$ cat config.mk
export PLATFORM = sky130hd
export DESIGN_NAME = mmio_console_tx
export DESIGN_NICKNAME = d
export VERILOG_FILES = /design/src/rtl/mmio_console_pkg.sv /design/src/rtl/sync_fifo.sv /design/src/rtl/mmio_console_tx.sv
export SDC_FILE = /design/constraint.sdc
export NUM_CORES = 1
export LEC_CHECK = 0
export CAP_MARGIN = 20
export CORE_MARGIN = 8
export CORE_UTILIZATION = 30
export CTS_CLUSTER_DIAMETER = 40
export DETAILED_ROUTE_END_ITERATION = 10
export SLEW_MARGIN = 30
export SYNTH_ARGS = -nofsm -noshare
export SYNTH_HDL_FRONTEND = slang
export SYNTH_HIERARCHICAL = 1
export SYNTH_SLANG_ARGS = --single-unit
$ cat constraint.sdc
create_clock -name clk -period 2.95 [get_ports clk]
set_input_delay 0.59 -clock clk [delete_from_list [all_inputs] [get_ports clk]]
set_output_delay 0.59 -clock clk [all_outputs]
set_load 0.02 [all_outputs]
$ cat src/rtl/mmio_console_pkg.sv
// Shared constants for the MMIO console transmitter: register offsets and bit positions.
// Optional macro MMIO_CONSOLE_IRQ_EN (see mmio_console_tx) uses CTRL_IRQ_EN.
package mmio_console_pkg;

  localparam logic [1:0] OFF_TXDATA  = 2'd0;
  localparam logic [1:0] OFF_STATUS  = 2'd1;
  localparam logic [1:0] OFF_CTRL    = 2'd2;
  localparam logic [1:0] OFF_SCRATCH = 2'd3;

  localparam int ST_EMPTY   = 0;
  localparam int ST_FULL    = 1;
  localparam int ST_OVF     = 2;
  localparam int ST_DRAIN   = 3;
  localparam int ST_CNT_LSB = 8;

  localparam int CTRL_DRAIN  = 0;
  localparam int CTRL_FLUSH  = 1;
  localparam int CTRL_IRQ_EN = 2;

endpackage

$ cat src/rtl/sync_fifo.sv
// First-word fall-through FIFO with flush; a push into a full FIFO is accepted only
// when a pop happens on the same edge. dout reads 0 while empty.
module sync_fifo #(
  parameter int W     = 8,
  parameter int DEPTH = 8,
  parameter int CNT_W = 4
) (
  input  logic             clk,
  input  logic             reset,
  input  logic             push,
  input  logic             pop,
  input  logic             flush,
  input  logic [W-1:0]     din,
  output logic [W-1:0]     dout,
  output logic             empty,
  output logic             full,
  output logic [CNT_W-1:0] count
);
  localparam int PW = (DEPTH > 1) ? $clog2(DEPTH) : 1;

  logic [W-1:0]     r_mem [DEPTH];
  logic [PW-1:0]    r_rd, r_wr;
  logic [CNT_W-1:0] r_count;
  logic             w_pop, w_push;

  assign empty  = (r_count == '0);
  assign full   = (r_count == CNT_W'(DEPTH));
  assign count  = r_count;
  assign dout   = empty ? '0 : r_mem[r_rd];
  assign w_pop  = pop & ~empty;
  assign w_push = push & (~full | w_pop);

  always_ff @(posedge clk) begin
    if (w_push && !flush) r_mem[r_wr] <= din;
  end

  // Flush overrides everything on its edge, including a concurrent pop.
  always_ff @(posedge clk or posedge reset) begin
    if (reset) begin
      r_rd    <= '0;
      r_wr    <= '0;
      r_count <= '0;
    end else if (flush) begin
      r_rd    <= '0;
      r_wr    <= '0;
      r_count <= '0;
    end else begin
      if (w_push) r_wr <= r_wr + PW'(1);
      if (w_pop)  r_rd <= r_rd + PW'(1);
      case ({w_push, w_pop})
        2'b10:   r_count <= r_count + CNT_W'(1);
        2'b01:   r_count <= r_count - CNT_W'(1);
        default: r_count <= r_count;
      endcase
    end
  end
endmodule

$ cat src/rtl/mmio_console_tx.sv
// Memory-mapped console transmitter: 4-word register window feeding a byte FIFO that
// drains over valid/ready. Define MMIO_CONSOLE_IRQ_EN to add the irq output and CTRL.irq_en.
module mmio_console_tx
  import mmio_console_pkg::*;
#(
  parameter logic [15:0] BASE_ADDR  = 16'hFF00,
  parameter int          FIFO_DEPTH = 8,
  parameter int          CNT_W      = 4
) (
  input  logic        clk,
  input  logic        reset,
  input  logic [15:0] addr,
  input  logic        r_en,
  input  logic        w_en,
  input  logic [15:0] w_data,
  output logic [15:0] r_data,
  output logic        sel,
  output logic        tx_valid,
  output logic [7:0]  tx_data,
  input  logic        tx_ready
`ifdef MMIO_CONSOLE_IRQ_EN
  ,
  output logic        irq
`endif
);
  logic [15:0]      r_rdata, r_scratch;
  logic             r_drain_en, r_ovf, r_irq_en;
  logic             w_sel, w_wr, w_rd, w_push, w_pop, w_flush;
  logic             w_empty, w_full;
  logic [1:0]       w_off;
  logic [CNT_W-1:0] w_count;
  logic [15:0]      w_status, w_ctrl, w_rmux;

  assign w_sel   = (addr[15:2] == BASE_ADDR[15:2]);
  assign w_off   = addr[1:0];
  assign w_wr    = w_en & w_sel;
  assign w_rd    = r_en & w_sel & ~w_en;
  assign w_push  = w_wr && (w_off == OFF_TXDATA);
  assign w_flush = w_wr && (w_off == OFF_CTRL) && w_data[CTRL_FLUSH];
  assign w_pop   = tx_valid & tx_ready;

  assign sel      = w_sel;
  assign tx_valid = r_drain_en & ~w_empty;
  assign r_data   = r_rdata;

  sync_fifo #(.W(8), .DEPTH(FIFO_DEPTH), .CNT_W(CNT_W)) u_fifo (
    .clk   (clk),
    .reset (reset),
    .push  (w_push),
    .pop   (w_pop),
    .flush (w_flush),
    .din   (w_data[7:0]),
    .dout  (tx_data),
    .empty (w_empty),
    .full  (w_full),
    .count (w_count)
  );

  always_comb begin
    w_status                         = '0;
    w_status[ST_EMPTY]               = w_empty;
    w_status[ST_FULL]                = w_full;
    w_status[ST_OVF]                 = r_ovf;
    w_status[ST_DRAIN]               = r_drain_en;
    w_status[ST_CNT_LSB +: 8]        = 8'(w_count);
    w_ctrl                           = '0;
    w_ctrl[CTRL_DRAIN]               = r_drain_en;
    w_ctrl[CTRL_IRQ_EN]              = r_irq_en;
    case (w_off)
      OFF_STATUS:  w_rmux = w_status;
      OFF_CTRL:    w_rmux = w_ctrl;
      OFF_SCRATCH: w_rmux = r_scratch;
      default:     w_rmux = '0;
    endcase
  end

  always_ff @(posedge clk or posedge reset) begin
    if (reset) begin
      r_rdata    <= '0;
      r_scratch  <= '0;
      r_drain_en <= 1'b1;
      r_ovf      <= 1'b0;
    end else begin
      if (w_rd) r_rdata <= w_rmux;
      if (w_wr && w_off == OFF_SCRATCH) r_scratch <= w_data;
      if (w_wr && w_off == OFF_CTRL) r_drain_en <= w_data[CTRL_DRAIN];
      // Drop-on-full is the only way to set overflow; W1C is on a different offset.
      if (w_push && w_full && !w_pop) r_ovf <= 1'b1;
      else if (w_wr && w_off == OFF_STATUS && w_data[ST_OVF]) r_ovf <= 1'b0;
    end
  end

`ifdef MMIO_CONSOLE_IRQ_EN
  logic r_irq;
  assign irq = r_irq;

  always_ff @(posedge clk or posedge reset) begin
    if (reset) begin
      r_irq_en <= 1'b0;
      r_irq    <= 1'b0;
    end else begin
      if (w_wr && w_off == OFF_CTRL) r_irq_en <= w_data[CTRL_IRQ_EN];
      r_irq <= r_irq_en & (w_empty | r_ovf);
    end
  end
`else
  assign r_irq_en = 1'b0;
`endif
endmodule

; ---- Word-level counts from Yosys, hierarchy flattened
; Memory sizes are Yosys's and may differ from the RTL's.
; Cells that the tools add are included.
[word_totals]
regBits = 44
latch_bits = 0
ramBits = 64
romBits = 0
input_bits = 37
output_inout_bits = 26
wordCells = 59
memories = 1
[classes]
n_addsub = 4
multipliers = 0
n_div = 0
n_lt_le_gt_ge = 0
eq_ne = 7
n_shift = 0
n_mux = 12
n_bitwise = 11
reduce_logical = 17
[mem_list]
columns = name, depth, width, rd, rd_ports_with_merged_regs, wr, line_no
row1 = u_fifo.r_mem, 8, 8, 1, 0, 1, sync_fifo.sv:21  ; logic [W-1:0] r_mem [DEPTH];
[ops]
columns = operator, count
row1 = 16-bit case mux with 3 select lines, 1
row2 = 14-bit == test (second input constant), 1
row3 = 3-bit 2-to-1 mux, 4
row4 = 1-bit logical AND, 9
row5 = 8-bit 2-to-1 mux, 1
row6 = 4-bit case mux with 2 select lines, 1
row7 = 1-bit AND, 7
row8 = 3-bit by 1-bit adder with 3-bit output (second input constant), 2
row9 = 2-bit == test (second input constant), 3
row10 = 2-bit nonzero test, 3
row11 = 4-bit by 1-bit adder with 4-bit output (second input constant), 1
row12 = 2-bit by 1-bit == test with 1-bit output (second input constant), 2
row13 = 4-bit == test (second input constant), 1
row14 = 4-bit logical NOT, 1
row15 = 1-bit 2-to-1 mux, 4
row16 = 4-bit 2-to-1 mux, 1
row17 = 4-bit by 1-bit subtractor with 4-bit output (second input constant), 1
row18 = 1-bit NOT, 3
row19 = 3-bit nonzero test, 1
row20 = 1-bit logical NOT, 2
row21 = 2-bit logical NOT, 1
row22 = 1-bit OR, 1

; ---- Logic depth before layout (Yosys ltp)
[depth]
word_depth = 10
depth_mapped = 12
ltp_nobuf = 10

; ---- Modules after synthesis
; Netlist, hierarchy kept.
[by_module_without_submodules]
columns = mod, n_inst, cells_each, area_per_inst_um2, seq_area_each_um2
row1 = sync_fifo, 1, 182, 3144.3, 2172.1
row2 = mmio_console_tx, 1, 116, 1691.6, 852.1

; ---- Least setup slack after synthesis
; Ideal clock, no wire load.
[synth_path]
path_kind = input to register
start = input port addr[3]
end = memory u_fifo.r_mem[0][0] (enable)
setup_time_ns = 0.395
t_arrival_ns = 3.309
required_time_ns = 2.555
setup_slack_ns = -0.753
path_stages = 7
n_path_buf = 1
path_cell_list = or4_4 -> nor4_4 -> and4bb_2 -> buf_2 -> o21a_1 -> nand2b_1 -> nor4_1
[synth_between]
elab_cells_between_ends = 10
cone_classes = eq/ne (1) / mux (2) / bitwise (2) / reduce/logical (5)
[synth_lines]
columns = element, line_no
row1 = from (decl), mmio_console_tx.sv:12  ; input logic [15:0] addr,
row2 = 14-bit == test, mmio_console_tx.sv:34  ; assign w_sel = (addr[15:2] == BASE_ADDR[15:2]);
row3 = via sel, mmio_console_tx.sv:17  ; output logic sel,
row4 = 1-bit AND, mmio_console_tx.sv:36  ; assign w_wr = w_en & w_sel;
row5 = 1-bit logical AND, mmio_console_tx.sv:38  ; assign w_push = w_wr && (w_off == OFF_TXDATA);
row6 = via w_push, mmio_console_tx.sv:28  ; logic w_sel, w_wr, w_rd, w_push, w_pop, w_flush;
row7 = 1-bit AND, sync_fifo.sv:31  ; assign w_push = push & (~full | w_pop);
row8 = 1-bit logical AND, sync_fifo.sv:34  ; if (w_push && !flush) r_mem[r_wr] <= din;
row9 = 1-bit 2-to-1 mux, sync_fifo.sv:34
row10 = 1-bit 2-to-1 mux (not written as such), sync_fifo.sv:34
row11 = to (decl), sync_fifo.sv:21
; The timed path passes the listed nets, and every way through them passes these cells.

; ---- Worst setup path in the final report
[layout_path]
start = input port addr[3]
end = memory u_fifo.r_mem[3][6] (enable)
[layout_between]
elab_cells_between_ends = 10
cone_classes = eq/ne (1) / mux (2) / bitwise (2) / reduce/logical (5)
[layout_lines]
columns = element, line_no
row1 = 14-bit == test, mmio_console_tx.sv:34
row2 = 1-bit AND, mmio_console_tx.sv:36
row3 = 1-bit logical AND, mmio_console_tx.sv:38
row4 = via w_push, mmio_console_tx.sv:28
row5 = 1-bit AND, sync_fifo.sv:31
row6 = 1-bit logical AND, sync_fifo.sv:34
row7 = 1-bit 2-to-1 mux, sync_fifo.sv:34
row8 = 1-bit 2-to-1 mux (not written as such), sync_fifo.sv:34
; The timed path passes the listed nets, and every way through them passes these cells.

==> results_dict.tcl <==
set metrics [dict create \
    tightest_slew_ns 0.591 \
    cts_tree "done" \
    max_slew_margin_pct 60.6 \
    drtPass1Iterations 4 \
    final_nets 432 \
    synth_top_area_share_pct 39.7 \
    cts_buffers 9 \
    gp_congestion 0.761 \
    cts-hold-fix-buffers 0 \
    reg2reg_from "u_fifo/count[3]" \
    cts_max_level 3 \
    power.density_mw_per_mm2 470 \
    seq_area_frac_synth_pct 62.5 \
    clkSlewWorstSetupHoldPaths_ns 0.07 \
    yosysWarnings 6 \
    cap_viol_max_count 0 \
    comb_power_share_pct 3.4 \
    fin_ws_ns 0.101 \
    worstSkewPairLatency_ns 0.35 \
    holdPathStages 1 \
    drtIter0Drc 189 \
    die_area_mm2 0.0204 \
    syn_area_mm2 0.00484 \
    regToRegEndpoint "u_fifo/count[3]" \
    cts_buffer_depth 2 \
    via_count 2861 \
    whs_endpoint "r_scratch[14]" \
    seq_power_share_pct 53.8 \
    fin_crit_sh_pct 96.6 \
    hold_violations 0 \
    finalCriticalPeriod_ns 2.85 \
    fin_util_pct 40.0 \
    crit_fanout 8 \
    n_fill_cell 1458 \
    cellLeakagePower_nw 2.52 \
    switching_share_pct 19.4 \
    port_buffers 62 \
    grt_max_degree 35 \
    synth_flop_cell "edfxtp_1" \
    drive_gt1_share_pct 30.7 \
    area_delta_synth_final_pct 30.9 \
    path_class "input port to flop" \
    grt_pass1_vias 3152 \
    p_int_mw 2.40 \
    routed_wl_um 10800 \
    drc 0 \
    synth-edff-count 64 \
    critPathArrivalTime_ns 2.83 \
    synth_nets 340 \
    cp.required_ns 2.93 \
    row_count 46 \
    finalSetupViolCount 0 \
    yosysMostFrequentCell "edfxtp_1" \
    status "finished clean" \
    vdd_drop_max_v 0.000294 \
    pwr-share-clk_pct 42.8 \
    grt_pass1_wl_um 17300 \
    place_hpwl_um 7620 \
    slew_viol_final 0 \
    end_kind "flop" \
    clock_skew_ns 0.00586 \
    rsz0062_at_grt "true" \
    grt_overflow 0 \
    timing.fmax_ghz 0.351 \
    die_w_um 143 \
    core-area_mm2 0.0158 \
    cts.sinks 108 \
    ant_nets 0 \
    yosys.area.top_type "edfxtp_1" \
    fp.dieH_um 143 \
    yosys-top-cells-count "edfxtp_1, dfrtp_1, nor2_1" \
    fin_cells 610 \
    min_path_type "flop to flop" \
    pin_count 63 \
    via_per_inst 4.69 \
    p_sw_mw 0.577 \
    grt_util_all_layers_pct 11.2 \
    ys_ff_latch 108 \
    rrSetupSlack_ns 0.35 \
    synth_cell_types 49 \
    drt-wirelength-per-cell_um 17.7 \
    postSynthAreaPerCell_um2 16.2 \
    antenna_found_initial 0 \
    dp_slack_ns -0.419 \
    antenna_cells 0 \
    cp-start-kind "input port" \
    start_util_pct 30.6 \
    dp.cells 592 \
    synth.area.top_cells "edfxtp_1, dfrtp_1, mux4_2" \
    worstRegToRegCells 10 \
    hp-start "r_scratch[14]" \
    async_reset_ff_share_pct 40.7 \
    synth_cells 298 \
    clockRootBuffer "clkbuf_16" \
]
## layer usage
layer | part of all wire, % | vias to the layer above | global-route usage (%) | wire length, µm
met5 | 0 | - | 0 | 0
met4 | 1.3 | 0 | 3.86 | 144
met3 | 5.9 | 12 | 3.91 | 640
met2 | 48 | 64 | 18.2 | 5150
met1 | 45 | 1468 | 13.7 | 4850
li1 | - | 1317 | - | -
## worst max-delay path, cell delays in order
cell	delay (ns)
clkdlybuf4s50_1	0.39
or4_4	0.56
nor4_4	0.15
and4bb_2	0.27
buf_4	0.11
o21a_4	0.15
nand2_2	0.12
nor2_2	0.48
## final cells by class
| type | instances | area [µm²] | share of cell area, % |
|---|---|---|---|
| Clock inverter | 5 | 85.1 | 1.34 |
| Sequential cell | 108 | 3020 | 47.8 |
| Clock buffer | 10 | 229 | 3.62 |
| Tap cell | 216 | 270 | 4.27 |
| Timing Repair Buffer | 96 | 905 | 14.3 |
| Inverter | 3 | 11.3 | 0.178 |
| Multi-Input combinational cell | 172 | 1810 | 28.5 |
## power groups by stage
stage	registers [mW]	clock network, mW	logic, mW
floorplan	1.63	0	0.0252
global placement	1.63	0	0.103
detailed placement	1.63	0	0.104
CTS	1.60	1.31	0.105
global route	1.60	1.37	0.111
finish	1.60	1.27	0.102
## state kept, by name (all words and copies together) (netlist names)
register,flops
u_fifo/r_mem,64
u_fifo/count,4
r_data,16
u_fifo/r_rd,3
r_scratch,16
u_fifo/r_wr,3
r_drain_en,1
r_ovf,1
## layout by cell type, fill, tap and decap left out, types with 4 or more instances in the layout
| cell | n |
|---|---|
| and3_1 | 8 |
| buf_4 | 32 |
| clkbuf_16 | 9 |
| clkdlybuf4s50_1 | 59 |
| dfrtp_1 | 43 |
| edfxtp_1 | 64 |
| ha_1 | 4 |
| mux2_2 | 14 |
| mux2_4 | 20 |
| mux2i_1 | 18 |
| mux4_2 | 16 |
| nand2_1 | 4 |
| nor2_1 | 22 |
| nor2_2 | 4 |
| nor2b_1 | 11 |
| nor4_4 | 4 |
## cells by family (layout without fill, tap and decap cells)
| logic type | count (synthesis) | after routing | synth area share (%) |
|---|---|---|---|
| AOI/OAI and AO/OA | 17 | 17 | 2.79 |
| xor gates and xnor gates | 5 | 5 | 0.906 |
| adders and majority gates | 5 | 5 | 1.45 |
| buffers and inverters | 18 | 114 | 1.91 |
| DFF | 108 | 108 | 62.5 |
| muxes | 68 | 68 | 20.6 |
| and+or+nand+nor | 77 | 77 | 9.75 |
## worst max path at each step
stage | from | endpoint | cells after the start
floorplan | addr[3] | u_fifo/r_mem[0][0] | 7
detailed placement | addr[3] | u_fifo/r_mem[1][3] | 7
global route | addr[3] | u_fifo/count[3] | 11
global placement | addr[3] | u_fifo/r_mem[1][7] | 7
finish | addr[3] | u_fifo/r_mem[3][6] | 8
CTS | u_fifo/r_rd[0] | tx_data[5] | 5
## through the flow
step | total power, mW | TNS [ns] | instance area, µm² | hold WS (ns)
floorplan | 1.66 | -8.03 | 4930 | 0.430
global placement | 1.74 | -19.68 | 5990 | 0.482
detailed placement | 1.74 | -20.33 | 5990 | 0.488
CTS | 3.02 | 0 | 6320 | 0.505
global route | 3.09 | -0.0126 | 6330 | 0.533
finish | 2.98 | 0 | 6330 | 0.500
## repair_timing
| action | 4_1_cts | 5_1_grt |
|---|---|---|
| buffers inserted | 2 | 1 |
| pin swaps | 6 | 2 |
| setup endpoints to repair | 10 | 3 |
| resized for setup | 2 | 2 |
| hold endpoints to repair | 0 | 0 |
Power figures use the tool's default switching activity.
==> patch 1: new RTL, same settings <==
Compare `r_count` against `CNT_W'(DEPTH)` with >= in place of ==.
--- a/src/rtl/sync_fifo.sv
+++ b/src/rtl/sync_fifo.sv
@@ -24,7 +24,7 @@
   logic             w_pop, w_push;
 
   assign empty  = (r_count == '0);
-  assign full   = (r_count == CNT_W'(DEPTH));
+  assign full   = (r_count >= CNT_W'(DEPTH));
   assign count  = r_count;
   assign dout   = empty ? '0 : r_mem[r_rd];
   assign w_pop  = pop & ~empty;
Behaviour: same outputs for any inputs over 4 cycles, from zero or initial values and one cycle with reset high; that may be too few to reach the edited logic, so the function may still have changed.
==> patch 1 against the unedited design <==
  * Area after synthesis did not move
  * Critical path depth rose by 2
  * Sequential cell count is the same
  * Wire length shrank 3.5%
  * Worst setup slack got worse by 0.0057 ns
  * Register-to-register slack gained 0.13 ns
  * Final area is 0.81% lower
  * Total power shrank 1.0%
==> patch 1: results (changes against the unedited design) <==
.. list-table::
   :header-rows: 1

   * - Metric
     - Value
   * - Status
     - finished clean
   * - Worst Hold Class
     - flop to flop
   * - Critical Path Source
     - addr[3]
   * - Slowest cell delay on critical path
     - 0.56 ns (about the same)
   * - Number of flip-flops in the largest register
     - 64 (unchanged)
   * - Wire length of the first global-routing pass
     - 17000 um (-1.6%)
   * - Gate count after technology mapping
     - 292 (-2.0%)
   * - Cell total after placement
     - 585 (-1.2%)
   * - Via count of the routed design
     - 2767 (-3.3%)
   * - Register area share after synthesis
     - 0.625 (unchanged)
   * - Detailed-routing iteration count for the pre-antenna-repair pass
     - 4 (unchanged)
   * - Synth cell count leaders
     - edfxtp_1 (64), dfrtp_1 (43), nor2_1 (25), mux2_4 (20), mux2i_1 (17)
   * - Count of flip-flops with a built-in enable after synthesis
     - 64 (unchanged)
   * - Post-Synthesis Net Count
     - 334 (-1.8%)
   * - DP Area
     - 5970 um2 (-0.42%)
   * - Gr usage total
     - 0.109 (-0.00312)
   * - Largest net degree at the start of global routing
     - 35 (unchanged)
   * - Worst-case reg-to-reg path depth
     - 9 (-1)
   * - Placer congestion estimate
     - 0.758 (-0.35%)
   * - Post-CTS repair timing setup buffer count
     - 0 (-2)
   * - Peak supply drop
     - 0.000260 V (-12%)
   * - Net switching power
     - 0.000618 W (+7.2%)
   * - Static leakage
     - 2.50 nW (-0.76%)
   * - Count of different cell masters after synthesis
     - 46 (-6.1%)
   * - Worst Tran Pin Value
     - 0.576 ns (-0.0145 ns)
   * - Crit path max fanout
     - 5 (-3)
   * - Number of vias per cell
     - 4.60 (-1.8%)
   * - Via count of the first global-routing pass
     - 3120 (-1.0%)
   * - DRC marker count from the first detailed-route iteration
     - 158 (-16%)
   * - Routed wire length per instance
     - 17.3 um (-2.1%)
   * - Maximum clock skew at final layout
     - 0.00750 ns (+0.00164 ns)
   * - Hpwl dp
     - 7460 um (-2.1%)
   * - Crit path to
     - u_fifo/count[3]
   * - Slowest-stage cell, CP
     - or4_4
   * - Clk_lat worst skew
     - 0.35 ns (about the same)
   * - Most flops, register
     - u_fifo/r_mem
   * - Leading cell types by total area after synthesis
     - edfxtp_1 (40%), dfrtp_1 (22%), mux4_2 (6.5%)
   * - Number of diodes
     - 0 (unchanged)
   * - Cell chosen for the clock root
     - clkbuf_16
   * - Port buffer count
     - 62 (unchanged)
   * - Minimum clock period
     - 2.85 ns (+0.00568 ns)
   * - Worst Path Arrival
     - 3.12 ns (+0.29 ns)
   * - Cell family contributing the most delay on the critical path
     - simple AND/OR/NAND/NOR gates
   * - Antenna violations before repair
     - 0 (unchanged)
   * - Longest Clk Path Bufs
     - 2 (unchanged)
   * - Pre-CTS worst setup slack
     - -0.449 ns (-0.0300 ns)
   * - Number of nets in the final layout
     - 422 (-2.3%)
   * - Hold path startpoint
     - r_scratch[15]
   * - Startpoint of the most critical register-to-register path
     - r_drain_en
   * - Flop2flop setup slack
     - 0.48 ns (+0.13 ns)
   * - Share of final-layout standard cells stronger than drive strength 1
     - 0.309 (+0.00198)
[patch 1: power groups by stage]
stage / clock [W] / combinational (W) / sequential [W]
floorplan: 0 / 0.0000255 / 0.00163
global placement: 0 / 0.000103 / 0.00163
detailed placement: 0 / 0.000105 / 0.00163
CTS: 0.00128 / 0.000105 / 0.00160
global route: 0.00133 / 0.000112 / 0.00160
finish: 0.00124 / 0.000102 / 0.00160
[patch 1: worst min-delay path by stage]
stage / end / slack [ns] / cells past startpoint
3_3_place_gp: r_scratch[12] / 0.48 / 1
2_1_floorplan: u_fifo/count[0] / 0.43 / 1
6_report: r_scratch[15] / 0.51 / 1
3_5_place_dp: r_scratch[5] / 0.49 / 1
4_1_cts: r_scratch[4] / 0.51 / 1
5_1_grt: r_scratch[15] / 0.53 / 1
[patch 1: cell families (layout without fill, tap and decap cells)]
family,after synthesis,in the layout,synth area share
muxes,67,67,0.206
adders and majority gates,5,5,0.0145
buffers and inverters,19,112,0.0241
xor gates and xnor gates,6,6,0.0109
DFF,108,108,0.625
AOI/OAI and AO/OA,12,12,0.0264
and+or+nand+nor,75,75,0.0929
[patch 1: layer usage]
layer  part of all wire  vias up  GRT usage  wire, um
met3              0.055       14     0.0424       572
li1                   -     1276          -         -
met4              0.014        0     0.0302       146
met1               0.46     1406      0.136      4770
met5                  0        -          0         0
met2               0.47       71      0.173      4910
[patch 1: area by class of cell]
cell class	instances	area [um2]
fill	1474	9550
clock inverter	7	81.3
clock buffer	9	225
timing repair buffer	93	907
sequential	108	3020
inverter	3	11.3
tap	216	270
multi-input combinational	165	1760
[patch 1: what timing repair did]
| action | CTS | global route |
|---|---|---|
| pin swaps | 2 | 0 |
| gates resized for setup | 1 | 3 |
| gates cloned | 0 | 0 |
| endpoints found under the setup margin | 13 | 3 |
| hold buffers | 0 | 0 |
==> patch 2: new RTL, config.mk and constraints unchanged <==
Without the edit above. `CNT_W` is set to 4 in 2 places; all go to 6.
--- a/src/rtl/sync_fifo.sv
+++ b/src/rtl/sync_fifo.sv
@@ -3,7 +3,7 @@
 module sync_fifo #(
   parameter int W     = 8,
   parameter int DEPTH = 8,
-  parameter int CNT_W = 4
+  parameter int CNT_W = 6
 ) (
   input  logic             clk,
   input  logic             reset,
--- a/src/rtl/mmio_console_tx.sv
+++ b/src/rtl/mmio_console_tx.sv
@@ -5,7 +5,7 @@
 #(
   parameter logic [15:0] BASE_ADDR  = 16'hFF00,
   parameter int          FIFO_DEPTH = 8,
-  parameter int          CNT_W      = 4
+  parameter int          CNT_W      = 6
 ) (
   input  logic        clk,
   input  logic        reset,
Function: same outputs for any inputs over 4 cycles, from zero or initial values and one cycle with reset high; that may be too few to reach the edited logic, so the function may still have changed.
==> patch 2 against the unedited design <==
  * The run now ends with setup timing left
  * Final area grew 8.1%
  * Sequential cell count grew 2
  * Wire length grew 9.5%
  * Die area grew 3.0%
  * Area after synthesis grew 3.4%
  * Worst setup slack lost 0.26 ns
  * Total power grew 1.3%
  * Highest routed layer unchanged
==> patch 2: results (changes against the unedited design) <==
.. list-table::
   :header-rows: 1

   * - Metric
     - Value
   * - Post-layout worst setup margin
     - -0.164 ns (-0.265 ns)
   * - Count of different cell masters after synthesis
     - 52 (+6.1%)
   * - Number of nets in the final layout
     - 473 (+9.5%)
   * - Slowest-stage cell, CP
     - or4b_4
   * - Cell total after placement
     - 630 (+6.4%)
   * - Sink of the worst hold path
     - r_scratch[7]
   * - Startpoint of the most critical register-to-register path
     - u_fifo/count[1]
   * - Hpwl dp
     - 8150 um (+6.9%)
   * - Synth cell count leaders
     - edfxtp_1 (64), dfrtp_1 (45), nor2_1 (28), mux2_4 (20), mux2i_1 (20)
   * - Maximum clock skew at final layout
     - 0.00980 ns (+0.00394 ns)
   * - Share of final-layout standard cells stronger than drive strength 1
     - 0.399 (+0.0915)
   * - Setup TNS
     - -7.69 ns (-7.69 ns)
   * - Gr usage total
     - 0.115 (+0.00211)
   * - Total length of routed wires
     - 11800 um (+9.5%)
   * - Pre-CTS worst setup slack
     - -0.705 ns (-0.286 ns)
   * - Leading cell types by total area after synthesis
     - edfxtp_1 (38%), dfrtp_1 (23%), mux4_2 (7.2%)
   * - Slowest cell delay on critical path
     - 0.48 ns (-0.08 ns)
   * - Final count of negative-setup-slack endpoints
     - 67 (+67)
   * - Routed wire length per instance
     - 18.1 um (+2.2%)
   * - Static leakage
     - 2.86 nW (+13%)
   * - Worst slew margin relative to its limit
     - 0.604 (-0.00185)
   * - Net switching power
     - 0.000648 W (+12%)
   * - Register area share after synthesis
     - 0.615 (-0.0106)
   * - Status
     - finished with violations
   * - Post-synthesis area per instance
     - 16.2 um2 (-0.27%)
   * - Final Total Pwr
     - 0.00302 W (+1.3%)
   * - Sort of element at the start of the critical path
     - flop
   * - Failing checks
     - setup timing
## patch 2: area by class of cell
type	count	area, um2
Fill cell	1493	9620
Sequential cell	110	3080
Multi-Input combinational cell	183	2060
Timing Repair Buffer	121	1090
Tap cell	220	275
Clock buffer	9	225
Clock inverter	7	93.8
Inverter	4	20.0
## patch 2: metrics by stage
step                instance area, um2  hold WS, ns
floorplan                         5110        0.455
finish                            6840        0.507
global route                      6840        0.523
detailed placement                6430        0.489
CTS                               6790        0.507
global placement                  6430        0.482
## patch 2: layer usage
layer  vias up  track usage  wire [um]
met1      1513        0.140       5080
met3         9       0.0358        564
met5         -            0          0
met2        53        0.195       6070
li1       1408            -          -
met4         0       0.0239        102
## patch 2: cell families after synthesis
family	count (synthesis)	share of synthesized area
flops	110	0.615
xor+xnor	7	0.0123
buf+inv	16	0.0178
fa+ha+maj	7	0.0190
compound gates	14	0.0233
simple gates	79	0.0958
mux	76	0.217
